[config.mk]
export PLATFORM = sky130hd
export DESIGN_NAME = piso_stream
export DESIGN_NICKNAME = d
export VERILOG_FILES = /design/src/rtl/piso_pkg.sv /design/src/rtl/bit_down_counter.sv /design/src/rtl/piso_stream.sv
export SDC_FILE = /design/constraint.sdc
export NUM_CORES = 1
export LEC_CHECK = 0
export ABC_AREA = 0
export ABC_CLOCK_PERIOD_IN_PS = 1900
export CORE_MARGIN = 5
export CORE_UTILIZATION = 46
export CTS_BUF_LIST = sky130_fd_sc_hd__clkbuf_2 sky130_fd_sc_hd__clkbuf_4 sky130_fd_sc_hd__clkbuf_8
export DETAILED_ROUTE_END_ITERATION = 10
export PLACE_DENSITY = 0.76
export SYNTH_ARGS = -nofsm -noshare
export SYNTH_HDL_FRONTEND = slang
export SYNTH_HIERARCHICAL = 1
export SYNTH_SLANG_ARGS = --single-unit
[constraint.sdc]
create_clock -name clk_i -period 1.9 [get_ports clk_i]
set_input_delay 0.38 -clock clk_i [delete_from_list [all_inputs] [get_ports clk_i]]
set_output_delay 0.38 -clock clk_i [all_outputs]
set_load 0.01 [all_outputs]
[src/rtl/piso_pkg.sv]
// Shared definitions for the parallel-in / serial-out stream serialiser.
package piso_pkg;

    localparam int unsigned DefaultWidth = 8;

    typedef enum logic {
        StIdle  = 1'b0,
        StShift = 1'b1
    } piso_state_e;

endpackage

[src/rtl/bit_down_counter.sv]
// Loadable down-counter that saturates at zero and flags its final count.
module bit_down_counter #(
    parameter int unsigned MaxCount = 8,
    parameter int unsigned CntW     = $clog2(MaxCount + 1)
) (
    input  logic            clk_i,
    input  logic            rst_i,
    input  logic            load_i,
    input  logic            dec_i,
    output logic [CntW-1:0] count_o,
    output logic            is_last_o
);

    logic [CntW-1:0] cnt_q, cnt_d;

    always_comb begin
        cnt_d = cnt_q;
        if (load_i) begin
            cnt_d = CntW'(MaxCount);
        end else if (dec_i && (cnt_q != '0)) begin
            cnt_d = cnt_q - CntW'(1);
        end
    end

    always_ff @(posedge clk_i) begin
        if (rst_i) begin
            cnt_q <= '0;
        end else begin
            cnt_q <= cnt_d;
        end
    end

    assign count_o   = cnt_q;
    assign is_last_o = (cnt_q == CntW'(1));

endmodule

[src/rtl/piso_stream.sv]
// Serialises WIDTH-bit words onto a registered bit stream with a last-bit done pulse.
module piso_stream
    import piso_pkg::*;
#(
    parameter int unsigned WIDTH     = DefaultWidth,
    parameter bit          MSB_FIRST = 1'b0,
    parameter bit          IDLE_BIT  = 1'b1
) (
    input  logic             clk_i,
    input  logic             rst_i,
    input  logic             in_valid_i,
    output logic             in_ready_o,
    input  logic [WIDTH-1:0] in_data_i,
    output logic             ser_out_o,
    output logic             ser_valid_o,
    output logic             done_o,
    output logic             busy_o
);

    localparam int unsigned CntW = $clog2(WIDTH + 1);

    piso_state_e     state_q, state_d;
    logic [WIDTH-1:0] shift_q, shift_d;
    logic            ser_out_q, ser_out_d;
    logic            done_q, done_d;
    logic            accept;
    logic            cnt_load, cnt_dec, cnt_last;
    logic [CntW-1:0] cnt;

    function automatic logic out_bit(input logic [WIDTH-1:0] d);
        return MSB_FIRST ? d[WIDTH-1] : d[0];
    endfunction

    // Move the word one place toward the output end, backfilling with IDLE_BIT.
    function automatic logic [WIDTH-1:0] shift_fill(input logic [WIDTH-1:0] d);
        logic [WIDTH-1:0] r;
        if (MSB_FIRST) begin
            r    = d << 1;
            r[0] = IDLE_BIT;
        end else begin
            r          = d >> 1;
            r[WIDTH-1] = IDLE_BIT;
        end
        return r;
    endfunction

    bit_down_counter #(
        .MaxCount (WIDTH),
        .CntW     (CntW)
    ) u_bit_cnt (
        .clk_i     (clk_i),
        .rst_i     (rst_i),
        .load_i    (cnt_load),
        .dec_i     (cnt_dec),
        .count_o   (cnt),
        .is_last_o (cnt_last)
    );

    assign in_ready_o = !rst_i && ((state_q == StIdle) || cnt_last);
    assign accept     = in_valid_i && in_ready_o;

    always_comb begin
        state_d   = state_q;
        shift_d   = shift_q;
        ser_out_d = ser_out_q;
        done_d    = 1'b0;
        cnt_load  = 1'b0;
        cnt_dec   = 1'b0;
        if (accept) begin
            // The first bit goes straight to the output register, so only
            // the remaining bits stay in the shift register.
            state_d   = StShift;
            shift_d   = shift_fill(in_data_i);
            ser_out_d = out_bit(in_data_i);
            done_d    = (WIDTH == 1);
            cnt_load  = 1'b1;
        end else if (state_q == StShift) begin
            cnt_dec = 1'b1;
            if (cnt_last) begin
                state_d   = StIdle;
                ser_out_d = IDLE_BIT;
            end else begin
                shift_d   = shift_fill(shift_q);
                ser_out_d = out_bit(shift_q);
                done_d    = (cnt == CntW'(2));
            end
        end
    end

    always_ff @(posedge clk_i) begin
        if (rst_i) begin
            state_q   <= StIdle;
            shift_q   <= {WIDTH{IDLE_BIT}};
            ser_out_q <= IDLE_BIT;
            done_q    <= 1'b0;
        end else begin
            state_q   <= state_d;
            shift_q   <= shift_d;
            ser_out_q <= ser_out_d;
            done_q    <= done_d;
        end
    end

    assign ser_out_o   = ser_out_q;
    assign ser_valid_o = (state_q == StShift);
    assign busy_o      = (state_q == StShift);
    assign done_o      = done_q;

endmodule

# Word-level counts from Yosys, hierarchy flattened
# Index checks and enable logic that the tools add are counted.
[totals]
reg_bits = 14
input_bits = 11
output_inout_bits = 5
[op_classes]
add_sub_neg = 1
n_eq_ne = 3
mux = 14
bitwise_logic = 1
reduce_logical = 11
[ops]
columns = ["operator", "count"]
rows = [
  ["two-way mux 7 bit", 3],
  ["two-way mux 1 bit", 9],
  ["two-way mux 4 bit", 2],
  ["== test 4 x 1 -> 1 bit (second input constant)", 1],
  ["== test 4 x 2 -> 1 bit (second input constant)", 1],
  ["nonzero test 2 bit", 2],
  ["nonzero test 4 bit", 1],
  ["OR reduction 4 bit", 1],
  ["subtractor 4 x 1 -> 4 bit (second input constant)", 1],
  ["logical AND 1 bit", 3],
  ["inequality test 2 bit (second input constant)", 1],
  ["AND reduction 2 bit", 1],
  ["OR reduction 2 bit", 1],
  ["zero test 1 bit", 1],
  ["logical OR 1 bit", 1],
  ["NOT 1 bit", 1],
]

# Logic depth before layout (Yosys ltp)
[depth]
word_depth = 8
depth_mapped = 8
ltp_nobuf = 7

# Cells and area by module
# The synthesis kept the hierarchy.
[by_module_without_submodules]
columns = ["module", "n_inst", "cells_per_inst", "area_per_inst_um2"]
rows = [
  ["piso_stream", 1, 51, 505.5],
  ["bit_down_counter", 1, 25, 235.2],
]

# Worst setup path after synthesis
# Ideal clock, no wire load.
[synth_timing]
path_kind = "flip-flop to flip-flop"
from = "register u_bit_cnt.cnt_q[1], in the netlist u_bit_cnt/count_o[1]"
to = "register u_bit_cnt.cnt_q[3], in the netlist u_bit_cnt/count_o[3]"
arrival_time_ns = 1.789
setup_slack_ns = -0.007
path_stages_with_launch = 9
n_path_buf = 1
cell_sequence = "dfxtp_1 inv_1 ha_1 nor3b_1 buf_2 a31oi_1 nor4b_1 mux2i_1 a21oi_1"
[synth_via]
elab_chain_len = 7
elab_cells_between_ends = 12
cone_classes = "1 x add/sub; 1 x eq/ne; 4 x mux; 6 x reduce/logical"
[synth_lines]
columns = ["item", "line_no", "source"]
rows = [
  ["start: declaration", "bit_down_counter.sv:14", "logic [CntW-1:0] cnt_q, cnt_d;"],
  ["start signal: assignment", "bit_down_counter.sv:29", "cnt_q <= cnt_d;"],
  ["== test 4 x 1 -> 1 bit", "bit_down_counter.sv:34", "assign is_last_o = (cnt_q == CntW'(1));"],
  ["via cnt_last", "piso_stream.sv:27", "logic cnt_load, cnt_dec, cnt_last;"],
  ["logical OR 1 bit", "piso_stream.sv:59", "assign in_ready_o = !rst_i && ((state_q == StIdle) || cnt_last);"],
  ["logical AND 1 bit", "piso_stream.sv:59", ""],
  ["logical AND 1 bit", "piso_stream.sv:60", "assign accept = in_valid_i && in_ready_o;"],
  ["two-way mux 1 bit", "piso_stream.sv:69", "if (accept) begin"],
  ["via cnt_dec", "piso_stream.sv:27", ""],
  ["logical AND 1 bit", "bit_down_counter.sv:20", "end else if (dec_i && (cnt_q != '0)) begin"],
  ["nonzero test 2 bit (no line)", "n/a", ""],
]
# The timed path passes the listed nets, and every way through them passes these cells. The select of a mux whose other input is x is not followed.
# A chain may end at the register's enable or synchronous reset.

# Worst setup path after layout
[layout_timing]
from = "register u_bit_cnt.cnt_q[1], in the netlist u_bit_cnt/count_o[1]"
to = "register u_bit_cnt.cnt_q[0], in the netlist u_bit_cnt/count_o[0]"
[layout_via]
elab_chain_len = 6
elab_cells_between_ends = 9
cone_classes = "1 x eq/ne; 2 x mux; 6 x reduce/logical"
[layout_lines]
columns = ["item", "line_no", "source"]
rows = [
  ["== test 4 x 1 -> 1 bit (*)", "bit_down_counter.sv:34", ""],
  ["via cnt_last", "piso_stream.sv:27", ""],
  ["logical OR 1 bit (*)", "piso_stream.sv:59", ""],
  ["logical AND 1 bit (*)", "piso_stream.sv:59", ""],
  ["logical AND 1 bit (*)", "piso_stream.sv:60", ""],
  ["via accept", "piso_stream.sv:26", "logic accept;"],
  ["two-way mux 1 bit", "piso_stream.sv:69", ""],
  ["OR reduction 2 bit (no line) / logical AND 1 bit (equally long branches)", "n/a", ""],
]
# Mark *: on every way through the listed nets, which the timed path passes. The rest lies on a longest branch.

==> impl_metrics.csv <==
group,metric,value,unit
route,drt_iter0_drc,15,
die,die_h,50.1,µm
finish,layout.nets,118,
sta,slew_violations,0,
setup_path,timing.rr.start,"u_bit_cnt/count_o[1]",
grt,grt_max_degree,11,
clocking,clk_latency,0.28,ns
finish,layout_common_cells,"buf_4, clkdlybuf4s50_1, dfxtp_1",
clocking,htree_num_levels,1,
sta,layout_setup_ws,0.0985,ns
die,core-area,1520,µm²
clocking,cts_root_buf,"clkbuf_4",
power_and_ir_drop,finalPower,669,µW
finish,utilization,0.669,
clocking,cts-resized-gates,2,
place,routabilityCongestion,0.773,
clocking,post_cts_buffers,0,
setup_path,crit_start,"u_bit_cnt/count_o[1]",
power_and_ir_drop,ir_drop,0.403,mV
grt,grt_antenna_before_repair,0,
power_and_ir_drop,swShare,0.277,
synth,syn_area,741,µm²
route,antenna_left,0,
setup_path,startpoint_type,"register",
power_and_ir_drop,leakagePower,0.000421,µW
sta,min_period,1.80,ns
setup_path,end_kind,"register",
clocking,clk_pin_slew,0.08,ns
run,max_cap_viol_count,0,
run_status,status,"finished clean",
grt,track_usage,0.152,
sta,finalHoldViolCount,0,
power_and_ir_drop,pwr-share-comb,0.264,
route,drc,0,
finish,antenna_cells,0,
clocking,cts_inserted_buffers,3,
die,die_width,50.1,µm
setup_path,crit_fanout,10,
clocking,clk_path_buf_depth,2,
grt,grt_pass1_vias,634,
synth,syn-instance-count,76,
sta,slew-limit-headroom,0.750,
setup_path,cp.required,2.13,ns
synth,ys_seq_area_frac,0.378,
finish,syn2layout_area_growth,37.7,%
die,io_pins,16,
power_and_ir_drop,power.internal,483,µW
grt,met3_usage,0.0572,
power_and_ir_drop,p_sw,186,µW
min_path,min_path_type,"reg2reg",
synth,synth_nets,89,
grt,busiest_layer,"met2",
finish,layoutNonFillerInstCount,119,
clocking,cts_hold_buf,0,
place,port_buffers,15,
grt,overflow,0,
power_and_ir_drop,cellPowerDensity,656,nW/µm²
place,post-place-ws,-0.0286,ns
finish,final_common_cell,"buf_4",
power_and_ir_drop,power_frac_seq,0.489,
sta,skew,0.00233,ns
synth,ys_seq_elements,14,
sta,fin_crit_sh,0.948,
synth,syn_avg_cell_area,9.75,µm²
sta,worst_pin_slew,0.370,ns
setup_path,critPathKind,"reg2reg",
route,vias,676,
setup_path,crit_end,"u_bit_cnt/count_o[0]",
sta,setup_viol,0,
die,rows,14,
synth,synth_top_area_cell,"dfxtp_1",
clocking,cts_tree,"built",
finish,fill_cells,139,
setup_path,reg2reg_to,"u_bit_cnt/count_o[0]",
grt,grt_util_met1,0.197,
grt,grt_pass1_wl,2970,µm
place,place_hpwl,1360,µm
die,start_util,0.486,
setup_path,arrival,2.03,ns
synth,synth_top_cell_area_share,0.378,
synth,ys_top_cells_by_area,"dfxtp_1, mux2i_1, nor4b_1, a31oi_1, ha_1",
place,place_inst,116,
route,viasPerCell,5.68,
route,first_pass_iters,4,
power_and_ir_drop,p_clk_frac,0.247,
route,wl,1810,µm
setup_path,max_stage_delay,0.34,ns
setup_path,rr_worst_depth,8,
synth,ys_types,30,
finish,layout-drive-gt1-share,0.272,
sta,rsz0062_at_grt,"false",
clocking,cts.sinks,14,
die,die_area,2510,µm²
grt,grt_util_met2,0.222,
synth,yosysWarnings,6,
setup_path,cp_cell_sequence,"inv_1 > ha_1 > nor3b_2 > buf_4 > nand2b_1 > and3_1 > a2111oi_2 > a31o_1",
setup_path,crit_slowest_cell,"a2111oi_2",
route,wl_per_cell,15.2,µm
setup_path,r2r_slack,0.1,ns
sta,clock.fmax,555,MHz
-- kinds of logic after synthesis --
| logic type | after synthesis | synth area share |
|---|---|---|
| and+or+nand+nor | 26 | 0.264 |
| buffers and inverters | 11 | 0.0709 |
| AOI/OAI and AO/OA | 14 | 0.132 |
| muxes | 9 | 0.122 |
| DFF | 14 | 0.378 |
| adders and majority gates | 2 | 0.0338 |
-- state kept, by name (all words and copies together) (netlist names) --
signal,cells
done_o,1
ser_out_o,1
busy_o,1
u_bit_cnt/count_o,4
shift_q,7
-- routing by layer --
| metal | vias up | share of wire |
|---|---|---|
| li1 | 341 | - |
| met1 | 318 | 0.47 |
| met2 | 15 | 0.47 |
| met3 | 2 | 0.055 |
| met4 | 0 | 0.012 |
| met5 | - | 0 |
-- cell type report --
cell class                 instances  area (µm²)  area share
sequential                        14         282       0.276
multi-input combinational         51         419       0.411
timing repair buffer              30         258       0.253
tap                               16        20.0      0.0196
clock buffer                       3        22.5      0.0221
inverter                           5        18.8      0.0184
-- critical path, delay by kind of cell, from the launching register on --
family	cells	cell delay, ns
adders and majority gates	1	0.17
buffers and inverters	2	0.23
and+or+nand+nor	3	0.55
AOI/OAI and AO/OA	2	0.48
DFF	1	0.33
-- how the worst min path moves through the flow --
| stage | startpoint | endpoint | slack [ns] | cells after the start |
|---|---|---|---|---|
| floorplan | rst_i | u_bit_cnt/count_o[3] | 0.45 | 1 |
| global placement | shift_q[6] | shift_q[6] | 0.48 | 2 |
| detailed placement | shift_q[6] | shift_q[6] | 0.48 | 2 |
| CTS | shift_q[6] | shift_q[6] | 0.50 | 2 |
| global route | shift_q[6] | shift_q[6] | 0.54 | 2 |
| finish | shift_q[6] | shift_q[6] | 0.50 | 2 |
-- synth_stat cells --
| master | instances |
|---|---|
| nor2b_1 | 1 |
| nor3_1 | 2 |
| buf_4 | 2 |
| nor4b_1 | 8 |
| and4b_2 | 1 |
| dfxtp_1 | 14 |
| nand3_1 | 1 |
| buf_2 | 3 |
| a21oi_1 | 3 |
| o21a_1 | 1 |
| a31oi_1 | 7 |
| clkbuf_1 | 1 |
| and3_2 | 1 |
| nand2b_1 | 1 |
| and4bb_1 | 1 |
| a211oi_1 | 1 |
| or4b_1 | 1 |
| or3b_4 | 1 |
| mux2i_1 | 9 |
| nor4_1 | 1 |
| nor2_1 | 3 |
| nand2_1 | 1 |
| ha_1 | 2 |
| inv_2 | 1 |
| nor3b_1 | 1 |
| inv_1 | 4 |
| nor3_2 | 1 |
| a2111oi_2 | 1 |
| a31o_1 | 1 |
| and3_1 | 1 |
-- per-stage QoR --
| step | setup TNS (ns) | area, µm² | hold WS (ns) |
|---|---|---|---|
| 4_1_cts | 0 | 1020 | 0.504 |
| 3_5_place_dp | -0.0469 | 996 | 0.482 |
| 3_3_place_gp | -0.0328 | 996 | 0.478 |
| 5_1_grt | 0 | 1020 | 0.536 |
| 6_report | 0 | 1020 | 0.502 |
| 2_1_floorplan | 0 | 747 | 0.449 |
-- power groups by stage --
stage	Sequential (µW)	Combinational (µW)	Clock [µW]
4_1_cts	327	177	173
5_1_grt	330	191	194
3_5_place_dp	333	177	0
2_1_floorplan	333	94.7	0
3_3_place_gp	331	170	0
6_report	327	177	165
Note: power is estimated with default switching activity, not from simulation.
